`config.mk`:
```
export PLATFORM = sky130hd
export DESIGN_NAME = seg7_scan_driver
export DESIGN_NICKNAME = d
export VERILOG_FILES = /design/src/rtl/seg7_pkg.sv /design/src/rtl/seg7_hex_decoder.sv /design/src/rtl/seg7_scan_driver.sv
export SDC_FILE = /design/constraint.sdc
export NUM_CORES = 1
export LEC_CHECK = 0
export CAP_MARGIN = 20
export CORE_MARGIN = 3
export CORE_UTILIZATION = 51
export DETAILED_ROUTE_END_ITERATION = 7
export PLACE_DENSITY_LB_ADDON = 0.15
export RECOVER_POWER = 50
export SLEW_MARGIN = 20
export SYNTH_ARGS = -nofsm -noshare
export SYNTH_HDL_FRONTEND = slang
export SYNTH_SLANG_ARGS = --single-unit
```
`constraint.sdc`:
```
create_clock -name clk -period 2.1 [get_ports clk]
set_input_delay 0.315 -clock clk [delete_from_list [all_inputs] [get_ports clk]]
set_output_delay 0.315 -clock clk [all_outputs]
set_load 0.05 [all_outputs]
```
`src/rtl/seg7_pkg.sv`:
```
// Shared constants for the 7-segment scan driver: blank pattern, hex glyph table
// and an index-width helper.
package seg7_pkg;

    localparam logic [7:0] SEG_OFF = 8'hFF;

    // Active-low {g,f,e,d,c,b,a} glyphs for nibbles 0..F.
    localparam logic [6:0] HEX_SEG [16] = '{
        7'h40, 7'h79, 7'h24, 7'h30, 7'h19, 7'h12, 7'h02, 7'h78,
        7'h00, 7'h10, 7'h08, 7'h03, 7'h46, 7'h21, 7'h06, 7'h0E
    };

    // Bits needed to count 0..n-1, never less than one.
    function automatic int clog2(input int n);
        int r;
        r = 0;
        while ((1 << r) < n) r++;
        return (r < 1) ? 1 : r;
    endfunction

endpackage

```
`src/rtl/seg7_hex_decoder.sv`:
```
// Combinational nibble + decimal point to active-low {dp,g,f,e,d,c,b,a}.
module seg7_hex_decoder
    import seg7_pkg::*;
(
    input  logic [3:0] nibble,
    input  logic       dp,
    output logic [7:0] segments
);

    assign segments = {~dp, HEX_SEG[nibble]};

endmodule

```
`src/rtl/seg7_scan_driver.sv`:
```
// Time-multiplexed common-anode 7-segment driver with double-buffered display data.
// Define SEG7_LEADING_ZERO_BLANK_EN to suppress leading zero digits.
module seg7_scan_driver
    import seg7_pkg::*;
#(
    parameter int NUM_DIGITS   = 8,
    parameter int SCAN_DIV     = 100000,
    parameter int BLANK_CYCLES = 16
) (
    input  logic                    clk,
    input  logic                    rst_n,
    input  logic [4*NUM_DIGITS-1:0] data_in,
    input  logic [NUM_DIGITS-1:0]   dp_in,
    input  logic [NUM_DIGITS-1:0]   digit_en,
    input  logic                    load,
    output logic                    pending,
    output logic                    frame_done,
    output logic [7:0]              segments,
    output logic [NUM_DIGITS-1:0]   an
);

    localparam int IW = clog2(NUM_DIGITS);
    localparam int CW = clog2(SCAN_DIV);
    localparam int DW = 4 * NUM_DIGITS;

    logic [CW-1:0]         div_cnt;
    logic [IW-1:0]         digit_idx;
    logic [DW-1:0]         sh_data, act_data, nxt_data;
    logic [NUM_DIGITS-1:0] sh_dp, act_dp, nxt_dp;
    logic [NUM_DIGITS-1:0] sh_en, act_en, nxt_en;
    logic                  div_last, idx_last, frame_end, xfer;
    logic                  blank, hide;
    logic [7:0]            dec_seg;

    assign div_last  = (div_cnt == CW'(SCAN_DIV - 1));
    assign idx_last  = (digit_idx == IW'(NUM_DIGITS - 1));
    assign frame_end = div_last && idx_last;

    always_ff @(posedge clk or negedge rst_n) begin
        if (!rst_n) begin
            div_cnt   <= '0;
            digit_idx <= '0;
        end else if (div_last) begin
            div_cnt   <= '0;
            digit_idx <= idx_last ? '0 : digit_idx + 1'b1;
        end else begin
            div_cnt <= div_cnt + 1'b1;
        end
    end

    // A load landing on the frame-end edge bypasses the shadow entirely.
    always_comb begin
        xfer     = 1'b0;
        nxt_data = sh_data;
        nxt_dp   = sh_dp;
        nxt_en   = sh_en;
        if (frame_end && load) begin
            xfer     = 1'b1;
            nxt_data = data_in;
            nxt_dp   = dp_in;
            nxt_en   = digit_en;
        end else if (frame_end && pending) begin
            xfer = 1'b1;
        end
    end

    always_ff @(posedge clk or negedge rst_n) begin
        if (!rst_n) begin
            sh_data  <= '0;
            sh_dp    <= '0;
            sh_en    <= '0;
            act_data <= '0;
            act_dp   <= '0;
            act_en   <= '0;
            pending  <= 1'b0;
        end else begin
            if (load && !frame_end) begin
                sh_data <= data_in;
                sh_dp   <= dp_in;
                sh_en   <= digit_en;
                pending <= 1'b1;
            end else if (frame_end) begin
                pending <= 1'b0;
            end
            if (xfer) begin
                act_data <= nxt_data;
                act_dp   <= nxt_dp;
                act_en   <= nxt_en;
            end
        end
    end

`ifdef SEG7_LEADING_ZERO_BLANK_EN
    logic [NUM_DIGITS-1:0] sup_mask;

    // Walk down from the top digit; digit 0 always shows.
    function automatic logic [NUM_DIGITS-1:0] lz_mask(input logic [DW-1:0] d,
                                                      input logic [NUM_DIGITS-1:0] p);
        logic lead;
        lz_mask = '0;
        lead    = 1'b1;
        for (int i = NUM_DIGITS - 1; i > 0; i--) begin
            if (d[4*i +: 4] != 4'h0 || p[i]) lead = 1'b0;
            lz_mask[i] = lead;
        end
    endfunction

    always_ff @(posedge clk or negedge rst_n) begin
        if (!rst_n)    sup_mask <= '0;
        else if (xfer) sup_mask <= lz_mask(nxt_data, nxt_dp);
    end

    assign hide = !act_en[digit_idx] || sup_mask[digit_idx];
`else
    assign hide = !act_en[digit_idx];
`endif

    assign blank = int'(div_cnt) < BLANK_CYCLES;

    seg7_hex_decoder u_dec (
        .nibble   (act_data[{digit_idx, 2'b00} +: 4]),
        .dp       (act_dp[digit_idx]),
        .segments (dec_seg)
    );

    always_ff @(posedge clk or negedge rst_n) begin
        if (!rst_n) begin
            frame_done <= 1'b0;
            segments   <= SEG_OFF;
            an         <= '1;
        end else begin
            frame_done <= frame_end;
            if (blank || hide) begin
                segments <= SEG_OFF;
                an       <= '1;
            end else begin
                segments <= dec_seg;
                an       <= ~(NUM_DIGITS'(1) << digit_idx);
            end
        end
    end

endmodule

```
==> results.yml, run 1 <==
status:
  status: "finished, violations left"
  failing_checks: "setup timing"
route:
  vias_per_cell: 5.91
  overall_via_count_from_detail_route: 4733
  drt_iter0_drc: 315
  drt_drc_violations_left: 0
  antenna_violating_nets_post_route: 0
  detail_route.wirelength_um: 16400
  dr.pass1.iters: 4
  routed_wire_length_per_instance_um: 20.5
global_route:
  number_of_antenna_violations_at_the_first_check_in_global_routing: 0
  grt_start_max_net_pins: 67
  grt_pass1_wl_um: 24600
  vias_in_the_first_global_route: 4783
  total_track_usage_pct: 22.2
  grt_overflow_total: 0
floorplan:
  core_area_um2: 12200
  placementRows: 40
  starting_utilization_of_the_core_area_pct: 52.8
  floorplan.die.height_um: 118
  die_area_um2: 14000
  count_of_pins_on_the_block_boundary: 69
  die_width_um: 118
yosys:
  synth_top_cell_by_area: "dfrtp_1"
  ys_types: 47
  synthesis.area_um2: 6450
  ys_async_sr_fraction_pct: 100
  yosysWarningCount: 0
  syn_nets: 590
  syn_avg_cell_area_um2: 12.3
  postSynthCellCount: 526
  synth_top_flop_cell: "dfrtp_1"
  synth-seq-area-share_pct: 52.3
  yosysMostFrequentCell: "dfrtp_1"
  ys_top_cells_by_area: "dfrtp_1 (46%), dfstp_2 (6.5%), o2bb2ai_1 (5.4%)"
  synth_top_area_share_pct: 45.8
  synth_common_cells: "dfrtp_1 (118), o2bb2ai_1 (40), a31oi_1 (38), and2_1 (38), mux2_2 (30)"
  yosys_register_bits: 134
  synth_edf_count: 0
timing:
  final_min_period_over_clock_period_pct: 104
  tightest_slew_ps: 1280
  final_max_slew_viol_count: 0
  final.min_clock_period_ps: 2180
  setup_viol: 1
  final_critical_path_setup_slack_ps: -75.6
  setup_repair_after_global_routing_missed_its_margin: "yes"
  hold_violations: 0
  fmax_mhz: 460
  timing.slew.headroom_pct: 14.8
  finalClockSkew_ps: 9.48
clock_network:
  cts_htree_levels: 4
  tritoncts_num_sinks: 134
  cts-root-to-sink-buffers: 2
  cts.root.buffer_cell: "clkbuf_16"
  clk_pin_slew_worst_paths_ps: 50
  cts_buffers: 17
  cts_tree: "built"
  clock_insertion_delay_worst_skew_ps: 430
worst_setup_path:
  worst_ep_required_ps: 2420
  slowest_delay_ps: 560
  timing_worst_setup_path_type: "reg2reg"
  critPathMaxFanout: 6
  critPathArrivalTime_ps: 2500
  endpoint_kind_of_the_worst_setup_timing_path: "register"
  crit_chain: "buf_6, mux4_2, mux2i_4, inv_4, ha_4, inv_2, nor3_2, a211oi_2, o21ai_1"
  r2r_start: "digit_idx[0]"
  setup.worst_path.start_class: "register"
  worst_setup_path_startpoint: "digit_idx[0]"
  cpMaxStageDelayCell: "mux4_2"
hold_path:
  hold_start: "act_data[13]"
  holdCritPathClass: "reg2reg"
power_and_ir_drop:
  power_leakage_uw: 0.00361
  fin_total_pwr_uw: 6190
  vdd_ir_drop_max_mv: 0.589
  power-per-cell-area_nw_per_um2: 722
placed_design:
  port_buf_inserts: 68
  preCtsSetupSlack_ps: -78.5
  place_hpwl_um: 9520
  place.gp.congestion: 0.923
final_layout:
  syn_to_final_growth_pct: 32.9
  share_of_cells_above_drive_strength_1_pct: 33.8
  finalNetCount: 688
  antenna_cells_inserted: 0
flow_run:
  maxCapViolations: 0
## layer usage
layer | GRT usage [%] | part of all wire (%) | vias to the layer above
met2 | 34.2 | 49 | 136
met5 | 0 | 0 | -
met1 | 30.0 | 43 | 2448
li1 | - | - | 2128
met4 | 8.69 | 1.9 | 0
met3 | 6.17 | 5.9 | 21
## worst paths after layout
path / endpoint / slack [ps] / cells past startpoint
worst max-delay path: segments[3] / -80 / 9
worst min-delay path: act_data[13] / 490 / 1
worst min register to register: act_data[13] / 490 / 1
min in group asynchronous: sh_data[9] / 700 / 2
max in group asynchronous: act_dp[3] / 190 / 3
worst max register to register: segments[3] / -80 / 9
## what timing repair did
action | CTS | global route
hold endpoints to repair | 19 | 0
setup endpoints to repair | 5 | 104
hold buffers | 1 | 0
resized for setup | 4 | 78
pin swaps | 0 | 21
buffers inserted | 2 | 5
cloned | 0 | 7
## power breakdown
| part | internal, uW | switching (uW) | total [uW] |
|---|---|---|---|
| logic | 365 | 312 | 677 |
| clock network | 1650 | 1030 | 2690 |
| registers | 2730 | 91.2 | 2830 |
## state kept, by name (all words and copies together), names as in the netlist
name / flops
act_data: 32
act_dp: 8
act_en: 8
an: 8
digit_idx: 3
div_cnt: 17
frame_done: 1
pending: 1
segments: 8
sh_data: 32
sh_dp: 8
sh_en: 8
## logic make-up after synthesis
family          after synthesis  share of synthesized area (%)
compound gates              124                           13.6
simple gates                120                           10.4
mux                          69                           15.0
fa+ha+maj                    13                           2.52
buf+inv                      51                           4.23
flops                       134                           52.3
xor+xnor                     15                           2.04
## stage by stage
stage	setup TNS [ps]	instance area (um2)	hold WS (ps)	util, %	std cells
3_5_place_dp	-124	7480	236	61.3	758
5_1_grt	-6790	8570	510	70.2	801
6_report	-75.6	8570	487	70.2	801
4_1_cts	-23.8	8040	342	65.9	789
2_1_floorplan	0	6490	19.4	-	526
3_3_place_gp	-1.80	7480	236	61.3	758
## worst max-delay path, delay by kind of cell, from the launching register on
| kind | cells | cell delay, ps |
|---|---|---|
| fa+ha+maj | 1 | 190 |
| buf+inv | 3 | 310 |
| mux | 2 | 820 |
| flops | 1 | 380 |
| simple gates | 1 | 40 |
| compound gates | 2 | 320 |
## layout by cell type (no fill, tap or decap), types with 8 or more instances in the layout
master	instances
o22ai_1	10
o2bb2ai_2	29
xnor2_1	9
inv_1	9
buf_6	13
mux2_4	21
mux4_2	10
o2bb2ai_1	9
dfstp_2	16
mux2_2	29
a31oi_1	38
buf_4	25
clkdlybuf4s50_1	65
dfrtp_1	118
and2_1	38
a21oi_1	10
ha_1	8
nand3_1	11
nand2_1	22
nor2_1	13
clkbuf_16	21
## layout make-up
cell class / instances / area, um2
inverters: 14 / 57.6
clock inverters: 5 / 52.6
flip-flops and latches: 134 / 3370
repair buffers: 116 / 1220
fillers: 866 / 3640
clock buffers: 23 / 468
well taps: 168 / 210
multi-input cells: 341 / 3190
(Power assumes the default switching activity.)
==> run 2, diff against run 1 <==
- CTS_CLUSTER_DIAMETER: default -> 40
- PLACE_DENSITY: default -> 0.76
- PLACE_DENSITY_LB_ADDON: 0.15 -> default
- TNS_END_PERCENT: default -> 5
==> run 2 against run 1 <==
Against the previous run: the run still ends with setup timing left; combinational power fell by 7.4%; final area decreased by 4.0%; power grew 5.8%; final cell count decreased by 0.62%; die area unchanged; global-route usage is 0.99 points higher; clock skew down 3.8 ps; sequential cell count unchanged; highest routed layer unchanged.
==> results.yml, run 2 (synthesis results as in run 1) <==
status:
  status: "finished, violations left"
  failing_checks: "setup timing"
timing:
  final_max_slew_viol_count: 0
  final.min_clock_period_ps: 2180
  hold_violations: 0
  timing.slew.headroom_pct: 21.1
  finalClockSkew_ps: 5.67
  fmax_mhz: 459
  hold-worst-slack_ps: 492
  setup_viol: 3
  setup_repair_after_global_routing_missed_its_margin: "yes"
  final_min_period_over_clock_period_pct: 104
  final_critical_path_setup_slack_ps: -80.7
  tightest_slew_ps: 1180
clock_network:
  clk_pin_slew_worst_paths_ps: 50
  cts-root-to-sink-buffers: 2
  clock_insertion_delay_worst_skew_ps: 420
  cts.root.buffer_cell: "clkbuf_16"
  cts_tree: "built"
  cts_buffers: 17
  cts_htree_levels: 4
  tritoncts_num_sinks: 134
final_layout:
  mostFrequentLayoutCell: "dfrtp_1"
  layoutNonFillerInstCount: 796
  share_of_cells_above_drive_strength_1_pct: 27.7
  finalNetCount: 679
  antenna_cells_inserted: 0
  syn_to_final_growth_pct: 27.5
  fill_cells: 902
  final_area_um2: 8230
  commonest_cells_after_routing_fill_and_taps_aside: "dfrtp_1 (117), clkdlybuf4s50_1 (65), o2bb2ai_1 (40), and2_1 (38), a31oi_1 (38)"
  layout_top_registers: "act_data (32), sh_data (32), div_cnt (17)"
floorplan:
  starting_utilization_of_the_core_area_pct: 52.8
  die_area_um2: 14000
  placementRows: 40
  count_of_pins_on_the_block_boundary: 69
  core_area_um2: 12200
  die_width_um: 118
  floorplan.die.height_um: 118
power_and_ir_drop:
  part_of_the_total_power_dissipated_in_combinational_logic_pct: 9.6
  fin_total_pwr_uw: 6550
  p_switching_uw: 1430
  internal_power_uw: 5120
  power.sequential.fraction_pct: 43.0
  power_switching_share_pct: 21.8
  power-per-cell-area_nw_per_um2: 796
  clock_power_share_pct: 47.4
  power_leakage_uw: 0.00352
  vdd_ir_drop_max_mv: 0.519
worst_setup_path:
  endpoint_kind_of_the_worst_setup_timing_path: "register"
  slowest_delay_ps: 520
  crit_chain: "buf_6, mux4_2, mux2i_4, ha_1, nor3_2, a211oi_1, o21ai_1"
  reg2reg_depth: 7
  r2r_start: "digit_idx[0]"
  critPathMaxFanout: 7
  timing_worst_setup_path_type: "reg2reg"
  rrSetupSlack_ps: -80
  worst_ep_required_ps: 2440
  worstReg2RegEnd: "segments[3]"
  cpMaxStageDelayCell: "mux4_2"
  setup.worst_path.start_class: "register"
  critPathArrivalTime_ps: 2520
placed_design:
  port_buf_inserts: 68
  dpl-instance-area_um2: 7480
  place.gp.congestion: 0.921
  place_hpwl_um: 10000
  place.detailed.instances: 757
hold_path:
  worst_hold_path_cell_count: 1
  holdCritPathClass: "reg2reg"
  hold_start: "act_data[7]"
  hold_path_end: "act_data[7]"
global_route:
  grt_start_max_net_pins: 50
  vias_in_the_first_global_route: 4855
  total_track_usage_pct: 23.2
  number_of_antenna_violations_at_the_first_check_in_global_routing: 0
  grt_pass1_wl_um: 25600
  grt_overflow_total: 0
route:
  route.met3.wl_um: 824
  vias_per_cell: 5.88
  drt_iter0_drc: 299
  overall_via_count_from_detail_route: 4682
  met2WireLength_um: 7600
  met1Wirelength_um: 6960
  dr.pass1.iters: 5
  drt_drc_violations_left: 0
  antenna_violating_nets_post_route: 0
  detail_route.wirelength_um: 15600
  routed_wire_length_per_instance_um: 19.6
  top_layer_used_by_detailed_routing: "met4"
flow_run:
  maxCapViolations: 0
[run 2: how the worst max path moves through the flow]
stage            startpoint          end  slack [ps]  cells past startpoint
3_5_place_dp   digit_idx[0]  segments[3]        -170                      8
6_report       digit_idx[0]  segments[3]         -80                      7
3_3_place_gp   digit_idx[0]  segments[3]         -40                      6
4_1_cts        digit_idx[0]  segments[3]         -40                      8
2_1_floorplan    div_cnt[0]  act_data[0]         -10                     10
5_1_grt        digit_idx[0]  segments[3]        -150                      9
[run 2: critical path, delay by kind of cell (launching register included)]
family	cells	cell delay, ps
AOI/OAI and AO/OA	2	220
adders and majority gates	1	320
DFF	1	480
muxes	2	720
buffers and inverters	1	140
and+or+nand+nor	1	230
[run 2: metal layers]
metal  up-vias  GRT usage, %
li1       2127             -
met1      2390          31.2
met2       139          36.7
met3        26          6.41
met4         0          7.68
met5         -             0
[run 2: cell type report]
cell class / instances / area, um2 / share of cell area (%)
timing repair buffer: 107 / 1050 / 12.8
clock buffer: 24 / 512 / 6.22
sequential: 134 / 3370 / 41.0
clock inverter: 8 / 118 / 1.43
multi-input combinational: 341 / 2910 / 35.3
tap: 168 / 210 / 2.55
inverter: 14 / 52.6 / 0.639
[run 2: power groups by stage]
stage	Clock [uW]	Sequential (uW)	Combinational, uW
global placement	0	2850	601
floorplan	0	2860	325
CTS	3160	2810	627
finish	3100	2820	627
detailed placement	0	2850	619
global route	3280	2830	681
[run 2: through the flow]
| stage | setup TNS, ps | util (%) | setup WS [ps] |
|---|---|---|---|
| final | -130 | 67.4 | -80.7 |
| after global routing | -5550 | 67.4 | -146 |
| after CTS | -40.4 | 66.7 | -38.6 |
| after detailed placement | -1180 | 61.3 | -175 |
| after global placement | -113 | 61.3 | -40.7 |
| after floorplan | -465 | - | -11.6 |
[run 2: what timing repair did]
item,in CTS,in global routing
setup buffers,0,6
hold buffers,1,0
cloned,0,0
gates resized for setup,5,20
pin swaps,0,7
endpoints found under the setup margin,46,93
endpoints found under the hold margin,34,0
==> run 3, diff against run 2 <==
- SLEW_MARGIN: 20 -> 10
==> results of run 3 <==
Same layout as run 2: the final DEF is identical, and so are final timing and power.
